**config.mk**
```make
export PLATFORM = sky130hd
export DESIGN_NAME = alu_decode_exec_ctrl
export DESIGN_NICKNAME = d
export VERILOG_FILES = /design/src/rtl/alu_ctrl_pkg.sv /design/src/rtl/cond_check.sv /design/src/rtl/alu_decode_exec_ctrl.sv
export SDC_FILE = /design/constraint.sdc
export NUM_CORES = 1
export LEC_CHECK = 0
export CORE_UTILIZATION = 35
export DETAILED_ROUTE_END_ITERATION = 7
export GPL_ROUTABILITY_DRIVEN = 0
export GPL_TIMING_DRIVEN = 0
export MAX_ROUTING_LAYER = met4
export PLACE_DENSITY = 0.61
export SYNTH_ARGS = -nofsm -noshare
export SYNTH_HDL_FRONTEND = slang
export SYNTH_SLANG_ARGS = --single-unit
export TNS_END_PERCENT = 30
```
**constraint.sdc**
```tcl
create_clock -name i_CLK -period 3.4 [get_ports i_CLK]
set_clock_uncertainty 0.15 [all_clocks]
set_input_delay 1.02 -clock i_CLK [delete_from_list [all_inputs] [get_ports i_CLK]]
set_output_delay 1.02 -clock i_CLK [all_outputs]
set_load 0.005 [all_outputs]
```
**src/rtl/alu_ctrl_pkg.sv**
```systemverilog
// rtl/alu_ctrl_pkg.sv - shared encodings for the ALU decode/execute control stage
package alu_ctrl_pkg;

  typedef enum logic [3:0] {
    CMD_AND = 4'h0, CMD_EOR = 4'h1, CMD_SUB = 4'h2, CMD_RSB = 4'h3,
    CMD_ADD = 4'h4, CMD_ADC = 4'h5, CMD_SBC = 4'h6, CMD_RSC = 4'h7,
    CMD_TST = 4'h8, CMD_TEQ = 4'h9, CMD_CMP = 4'hA, CMD_CMN = 4'hB,
    CMD_ORR = 4'hC, CMD_MOV = 4'hD, CMD_BIC = 4'hE, CMD_MVN = 4'hF
  } cmd_t;

  typedef enum logic [3:0] {
    ALU_ADD = 4'h0, ALU_SUB = 4'h1, ALU_AND = 4'h2, ALU_ORR = 4'h3,
    ALU_EOR = 4'h4, ALU_RSB = 4'h5, ALU_ADC = 4'h6, ALU_SBC = 4'h7,
    ALU_RSC = 4'h8, ALU_MOV = 4'h9, ALU_BIC = 4'hA, ALU_MVN = 4'hB
  } alu_ctrl_t;

  typedef enum logic [3:0] {
    COND_EQ = 4'h0, COND_NE = 4'h1, COND_CS = 4'h2, COND_CC = 4'h3,
    COND_MI = 4'h4, COND_PL = 4'h5, COND_VS = 4'h6, COND_VC = 4'h7,
    COND_HI = 4'h8, COND_LS = 4'h9, COND_GE = 4'hA, COND_LT = 4'hB,
    COND_GT = 4'hC, COND_LE = 4'hD, COND_AL = 4'hE, COND_NV = 4'hF
  } cond_t;

  localparam int FLAG_N = 3;
  localparam int FLAG_Z = 2;
  localparam int FLAG_C = 1;
  localparam int FLAG_V = 0;

  localparam logic [1:0] FLAG_WR_NZ = 2'b10;
  localparam logic [1:0] FLAG_WR_CV = 2'b01;

endpackage

```
**src/rtl/cond_check.sv**
```systemverilog
// rtl/cond_check.sv - combinational ARM condition-field evaluation against NZCV
module cond_check
  import alu_ctrl_pkg::*;
(
  input  logic [3:0] cond,
  input  logic [3:0] flags,
  output logic       pass
);

  logic n, z, c, v;

  assign n = flags[FLAG_N];
  assign z = flags[FLAG_Z];
  assign c = flags[FLAG_C];
  assign v = flags[FLAG_V];

  always_comb begin
    pass = 1'b0;
    case (cond_t'(cond))
      COND_EQ: pass = z;
      COND_NE: pass = !z;
      COND_CS: pass = c;
      COND_CC: pass = !c;
      COND_MI: pass = n;
      COND_PL: pass = !n;
      COND_VS: pass = v;
      COND_VC: pass = !v;
      COND_HI: pass = c && !z;
      COND_LS: pass = !c || z;
      COND_GE: pass = (n == v);
      COND_LT: pass = (n != v);
      COND_GT: pass = !z && (n == v);
      COND_LE: pass = z || (n != v);
      COND_AL: pass = 1'b1;
      default: pass = 1'b0;
    endcase
  end

endmodule

```
**src/rtl/alu_decode_exec_ctrl.sv**
```systemverilog
// rtl/alu_decode_exec_ctrl.sv - data-processing decode, Execute control register and NZCV flags
module alu_decode_exec_ctrl
  import alu_ctrl_pkg::*;
#(
  parameter int         ALU_CTRL_W  = 4,
  parameter bit         CARRY_OPS   = 1'b1,
  parameter logic [3:0] FLAGS_RESET = 4'b0000
) (
  input  logic                  i_CLK,
  input  logic                  i_NRESET,
  input  logic [4:0]            i_Funct,
  input  logic                  i_ALU_Op,
  input  logic                  i_Reg_Write_D,
  input  logic [3:0]            i_Cond_D,
  input  logic                  i_Stall,
  input  logic                  i_Flush,
  input  logic [3:0]            i_ALU_Flags,
  output logic [ALU_CTRL_W-1:0] o_ALU_Control_E,
  output logic                  o_Carry_In_E,
  output logic                  o_Reg_Write_E,
  output logic [1:0]            o_Flag_Write_E,
  output logic                  o_Cond_Ex_E,
  output logic [3:0]            o_Flags
);

  alu_ctrl_t  d_ctrl;
  logic       d_no_write;
  logic [1:0] d_flag_wr;
  logic       s_bit;
  logic [1:0] arith_fw;
  logic [1:0] logic_fw;

  assign s_bit    = i_Funct[0];
  assign arith_fw = s_bit ? (FLAG_WR_NZ | FLAG_WR_CV) : 2'b00;
  assign logic_fw = s_bit ? FLAG_WR_NZ : 2'b00;

  // Compares never write a register; without S they carry no effect at all.
  always_comb begin
    d_ctrl     = ALU_ADD;
    d_no_write = 1'b0;
    d_flag_wr  = 2'b00;
    if (i_ALU_Op) begin
      case (cmd_t'(i_Funct[4:1]))
        CMD_AND: begin d_ctrl = ALU_AND; d_flag_wr = logic_fw; end
        CMD_EOR: begin d_ctrl = ALU_EOR; d_flag_wr = logic_fw; end
        CMD_SUB: begin d_ctrl = ALU_SUB; d_flag_wr = arith_fw; end
        CMD_RSB: begin d_ctrl = ALU_RSB; d_flag_wr = arith_fw; end
        CMD_ADD: begin d_ctrl = ALU_ADD; d_flag_wr = arith_fw; end
        CMD_ADC: if (CARRY_OPS) begin d_ctrl = ALU_ADC; d_flag_wr = arith_fw; end
                 else d_no_write = 1'b1;
        CMD_SBC: if (CARRY_OPS) begin d_ctrl = ALU_SBC; d_flag_wr = arith_fw; end
                 else d_no_write = 1'b1;
        CMD_RSC: if (CARRY_OPS) begin d_ctrl = ALU_RSC; d_flag_wr = arith_fw; end
                 else d_no_write = 1'b1;
        CMD_TST: begin d_no_write = 1'b1; if (s_bit) begin d_ctrl = ALU_AND; d_flag_wr = FLAG_WR_NZ; end end
        CMD_TEQ: begin d_no_write = 1'b1; if (s_bit) begin d_ctrl = ALU_EOR; d_flag_wr = FLAG_WR_NZ; end end
        CMD_CMP: begin d_no_write = 1'b1; if (s_bit) begin d_ctrl = ALU_SUB; d_flag_wr = 2'b11; end end
        CMD_CMN: begin d_no_write = 1'b1; if (s_bit) begin d_ctrl = ALU_ADD; d_flag_wr = 2'b11; end end
        CMD_ORR: begin d_ctrl = ALU_ORR; d_flag_wr = logic_fw; end
        CMD_MOV: begin d_ctrl = ALU_MOV; d_flag_wr = logic_fw; end
        CMD_BIC: begin d_ctrl = ALU_BIC; d_flag_wr = logic_fw; end
        CMD_MVN: begin d_ctrl = ALU_MVN; d_flag_wr = logic_fw; end
        default: d_ctrl = ALU_ADD;
      endcase
    end
  end

  logic       e_valid;
  alu_ctrl_t  e_ctrl;
  logic       e_no_write;
  logic       e_reg_write;
  logic [1:0] e_flag_wr;
  logic [3:0] e_cond;
  logic [3:0] flags;
  logic       cond_pass;

  always_ff @(posedge i_CLK or negedge i_NRESET) begin
    if (!i_NRESET) begin
      e_valid     <= 1'b0;
      e_ctrl      <= ALU_ADD;
      e_no_write  <= 1'b0;
      e_reg_write <= 1'b0;
      e_flag_wr   <= 2'b00;
      e_cond      <= 4'h0;
    end else if (i_Flush) begin
      e_valid     <= 1'b0;
      e_ctrl      <= ALU_ADD;
      e_no_write  <= 1'b0;
      e_reg_write <= 1'b0;
      e_flag_wr   <= 2'b00;
      e_cond      <= 4'h0;
    end else if (!i_Stall) begin
      e_valid     <= 1'b1;
      e_ctrl      <= d_ctrl;
      e_no_write  <= d_no_write;
      e_reg_write <= i_Reg_Write_D;
      e_flag_wr   <= d_flag_wr;
      e_cond      <= i_Cond_D;
    end
  end

  cond_check u_cond_check (
    .cond  (e_cond),
    .flags (flags),
    .pass  (cond_pass)
  );

  assign o_Cond_Ex_E     = e_valid & cond_pass;
  assign o_Reg_Write_E   = o_Cond_Ex_E & e_reg_write & !e_no_write;
  assign o_Flag_Write_E  = e_flag_wr & {2{o_Cond_Ex_E}};
  assign o_ALU_Control_E = ALU_CTRL_W'(e_ctrl);
  assign o_Carry_In_E    = flags[FLAG_C];
  assign o_Flags         = flags;

  // A stalled instruction stays in E, so only its final unstalled cycle commits flags.
  always_ff @(posedge i_CLK or negedge i_NRESET) begin
    if (!i_NRESET) begin
      flags <= FLAGS_RESET;
    end else if (o_Cond_Ex_E && !i_Stall) begin
      if (o_Flag_Write_E[1]) flags[3:2] <= i_ALU_Flags[3:2];
      if (o_Flag_Write_E[0]) flags[1:0] <= i_ALU_Flags[1:0];
    end
  end

endmodule

```
### Word level (Yosys, flattened, before mapping)

Index checks and enable logic that the tools add are counted.

* bits in registers: 17
* output and inout bits: 13

* bitwise logic cells: 4
* equality and inequality tests: 32
* muxes and demuxes: 24
* reductions and logical operators: 19

Operator list (number)
* $eq 4x4->1 const B: 15
* $pmux 4 s15: 1
* $eq 4x3->1 const B: 8
* $mux 4: 5
* $eq 4x2->1 const B: 4
* $reduce_or 8->1: 2
* $pmux 1 s15: 1
* $mux 2: 6
* $mux 1: 9
* $eq 4x1->1 const B: 2
* $logic_not 4->1: 2
* $logic_not 1->1: 6
* $pmux 2 s2: 1
* $reduce_and 2->1: 2
* $reduce_or 4->1: 1
* $and 1x1->1: 3
* $logic_and 1x1->1: 3
* $mux 3: 1
* $and 2x2->2: 1
* $logic_or 1x1->1: 2
* $ne 2x1->1 const B: 1
* $reduce_or 2->1: 1
* $eq 1x1->1: 1
* $ne 1x1->1: 1

### Longest topological paths before layout

* depth after elaboration: 6
* depth in mapped cells: 6

### By module

From an unflattened synthesis, not the netlist that was laid out.

* cell total of the unflattened synthesis: 115
* area total of the unflattened synthesis: 1073.5 sq um

By module, submodules not included
* alu_decode_exec_ctrl: area each 879.6 sq um, cells each 87, seq. area each 425.4 sq um, instances 1
* cond_check: area each 193.9 sq um, cells each 28, seq. area each 0.0 sq um, instances 1

### Worst setup path before layout

No wires, ideal clock.

* kind: register -> output
* start: reg e_cond[0]
* end: out o_Flag_Write_E[0]
* cell stages (with the launch flop): 6
* slack: 844 ps
* data arrival time: 1386 ps
* path buffers: 1
* cell sequence: dfrtp_1 > buf_6 > or3b_1 > mux2i_1 > a21oi_1 > nor3b_1

* word-level cells in the longest chain between the ends: 4
* elaborated cells on any way between the ends: 18
* classes of those cells: eq/ne: 14; mux: 1; bitwise: 2; reduce/logical: 1

RTL lines
* from (decl): line alu_decode_exec_ctrl.sv:73 `logic [3:0] e_cond;`
* from (signal assigned): line alu_decode_exec_ctrl.sv:98 `e_cond <= i_Cond_D;`
* $eq 4x4->1, or another cell as far along: line cond_check.sv:19 `case (cond_t'(cond))`
* $pmux 1 s15 (*): line cond_check.sv:19
* $and 1x1->1 (*): line alu_decode_exec_ctrl.sv:108 `assign o_Cond_Ex_E = e_valid & cond_pass;`
* $and 2x2->2 (*): line alu_decode_exec_ctrl.sv:110 `assign o_Flag_Write_E = e_flag_wr & {2{o_Cond_Ex_E}};`
* to (decl): line alu_decode_exec_ctrl.sv:21 `output logic [1:0] o_Flag_Write_E,`

Every way passes the cells marked *; elsewhere a longest branch is shown, timed or not.

### Final worst setup path

* start: reg e_cond[1]
* end: out o_Flag_Write_E[0]

Same word-level chain as after synthesis.

==> out/results.ini <==
[clock_tree]
cts_buffer_depth = 2
clk_pin_slew_ns = 0.11
cts.sinks = 17
cts_hold_buf = 0
cts_root_buffer = clkbuf_4
clk_latency_ns = 0.29
htreeDepth = 1
cts_tree = yes
cts_buffers = 3

[sta]
fin_tns_setup_ns = 0
slew_violations = 0
fin_crit_sh = 0.966
worst_pin_slew_ns = 0.805
max_freq_ghz = 0.304
post-route-min-period_ns = 3.28
whs_ns = 0.354
rsz0062_at_grt = no
finalHoldViolCount = 0
slew_headroom = 0.462
setup_viol = 0

[global_route]
grt_antenna_before_repair = 0
grt.total_usage = 0.168
grt_pass1_wl_um = 4130
grt_overflow_total = 0
grt_pass1_vias = 962
grt_start_max_net_pins = 18

[critical_path]
reg2reg_from = e_cond[1]
setup.worst_path.end_class = output port
cp-endpoint = o_Flag_Write_E[0]
cp_max_fo = 7
r2r_cells = 7
r2r_end = o_Flags[3]
cp-start-kind = flop
required_ns = 2.23
crit_path_start = e_cond[1]
rrSetupSlack_ns = 1.28
crit_arrival_ns = 2.11
crit_type = reg -> out

[floorplan]
die_y_um = 57.7
row_count = 19
initial_core_util = 0.380
fp.coreArea_mm2 = 0.00285
die_x_um = 57.7
ioPinCount = 32
dieArea_mm2 = 0.00333

[power]
power.density_mw_per_mm2 = 313
irDropWorstVdd_mv = 0.132
p_int_w = 0.000333
combPwrFrac = 0.287
seqPwrFrac = 0.473
p_clk_frac = 0.239
leakagePower_nw = 0.641
switching_share = 0.300
switching_power_w = 0.000143

[cells_and_area]
final_nets = 174
diodes = 0
area_growth_pct = 40.0
fin_util = 0.532
drive_gt1_frac = 0.169

[synthesis]
syn_inst = 116
synth_edf_count = 0
netlist_area_mm2 = 0.00108
ys.flop_type = dfrtp_1
synth_top_area_frac = 0.392
synth_top_cell_by_area = dfrtp_1
synthArstFlopShare = 1.00
yosysWarnings = 0
synth_seq_cells = 17
ys_top_cells_by_area = dfrtp_1, mux2i_1, nor2_1
syn_avg_cell_area_um2 = 9.35
synth_nets = 135
ys_types = 37
ys_seq_area_frac = 0.392

[route]
vias = 975
ant_nets = 0
dr.pass1.iters = 4
drt-total-wl_um = 2590
wl_per_cell_um = 14.0
viasPerCell = 5.27
drtIter0Drc = 24
drc = 0

[run_status]
status = finished, final reports clean

[placed_design]
io_buffers = 29
hpwlAfterDp_um = 1880

[worst_hold_path]
hold_path_class = reg -> reg

[flow_run]
cap_violations = 0

## stage by stage
step                      instances  cell area [um2]  total power, W  setup slack (ns)
final                           185             1520        0.000475             0.115
after global routing            185             1520        0.000502            0.0290
after CTS                       181             1470        0.000467            0.0534
after detailed placement        176             1410        0.000349             0.137
after global placement          176             1410        0.000346             0.191
after floorplan                 116             1080        0.000294             0.844
## worst min-delay path by stage
stage / start / end / slack [ns] / cells past startpoint
after floorplan: o_ALU_Control_E[3] / o_ALU_Control_E[3] / 0.32 / 2
after global placement: o_ALU_Control_E[3] / o_ALU_Control_E[3] / 0.32 / 2
after detailed placement: o_ALU_Control_E[3] / o_ALU_Control_E[3] / 0.32 / 2
after CTS: o_ALU_Control_E[3] / o_ALU_Control_E[3] / 0.35 / 2
after global routing: o_ALU_Control_E[3] / o_ALU_Control_E[3] / 0.40 / 2
final: o_ALU_Control_E[3] / o_ALU_Control_E[3] / 0.35 / 2
## routing by layer
metal | share of wire | up-vias | GRT usage
li1 | - | 496 | -
met1 | 0.45 | 457 | 0.189
met2 | 0.51 | 20 | 0.302
met3 | 0.036 | 2 | 0.0223
met4 | 0.0073 | 0 | 0.0612
met5 | 0 | - | -
## power by group through the flow
stage	clock [W]	combinational (W)	sequential (W)
after global routing	0.000127	0.000148	0.000227
final	0.000114	0.000137	0.000225
after detailed placement	0	0.000121	0.000229
after CTS	0.000117	0.000125	0.000225
after global placement	0	0.000119	0.000228
after floorplan	0	0.0000671	0.000227
## flip-flops by register name (all words and copies together) (netlist names)
| signal | count |
|---|---|
| e_valid | 1 |
| o_Flags | 4 |
| e_reg_write | 1 |
| e_flag_wr | 2 |
| e_no_write | 1 |
| e_cond | 4 |
| o_ALU_Control_E | 4 |
## worst max-delay path, cell delays in order, from the launching register on
cell           delay (ns)
dfrtp_1              0.39
buf_6                0.13
mux2i_2              0.15
xor2_1               0.16
o221ai_2             0.31
a21oi_4              0.12
buf_4                0.15
nor3b_2              0.16
dlygate4sd2_1        0.25
## cells by family (layout without fill, tap and decap cells)
| family | after synthesis | count (layout) | share of synthesized area |
|---|---|---|---|
| buffers and inverters | 13 | 51 | 0.0692 |
| AO/OA/AOI/OAI | 27 | 27 | 0.174 |
| XOR/XNOR | 3 | 3 | 0.0242 |
| multiplexers | 11 | 11 | 0.106 |
| AND/OR/NAND/NOR | 45 | 45 | 0.234 |
| flip-flops | 17 | 17 | 0.392 |
## layout by cell type, fill, tap and decap left out, drive strengths merged, types with 2 or more instances in the layout
cell type | netlist | final
o22ai | 2 | 2
nor2b | 2 | 2
a21oi | 9 | 9
nor2 | 13 | 13
clkbuf | 4 | 7
nor3b | 5 | 5
a31oi | 3 | 3
a32o | 2 | 2
clkdlybuf4s50 | 0 | 25
buf | 5 | 10
mux2 | 4 | 4
nand2 | 10 | 10
mux2i | 7 | 7
inv | 4 | 4
dfrtp | 17 | 17
a22oi | 3 | 3
o21ai | 3 | 3
dlygate4sd2 | 0 | 3
nand2b | 3 | 3
xnor2 | 2 | 2
nand4b | 3 | 3
## final cells by class
| cell class | instances | area (um2) |
|---|---|---|
| Clock inverter | 1 | 5.00 |
| Multi-Input combinational cell | 86 | 624 |
| Fill cell | 274 | 1330 |
| Inverter | 4 | 15.0 |
| Timing Repair Buffer | 34 | 327 |
| Buffer | 9 | 60.1 |
| Clock buffer | 3 | 22.5 |
| Tap cell | 31 | 38.8 |
| Sequential cell | 17 | 427 |
## timing repair
action / CTS / global route
buffers inserted: 1 / 4
endpoints found under the setup margin: 4 / 1
pin swaps: 1 / 2
resized for setup: 7 / 5
## cell usage after synthesis, types with 2 or more instances
| cell type | n |
|---|---|
| a21oi_1 | 9 |
| a22oi_1 | 2 |
| a31oi_1 | 3 |
| a32o_1 | 2 |
| buf_6 | 3 |
| clkbuf_1 | 4 |
| dfrtp_1 | 17 |
| inv_1 | 4 |
| mux2_2 | 4 |
| mux2i_1 | 7 |
| nand2_1 | 10 |
| nand2b_1 | 3 |
| nand4b_1 | 3 |
| nor2_1 | 13 |
| nor2b_1 | 2 |
| nor3b_1 | 5 |
| o21ai_0 | 3 |
| o22ai_1 | 2 |
| xnor2_1 | 2 |
Note: power is estimated with default switching activity, not from simulation.
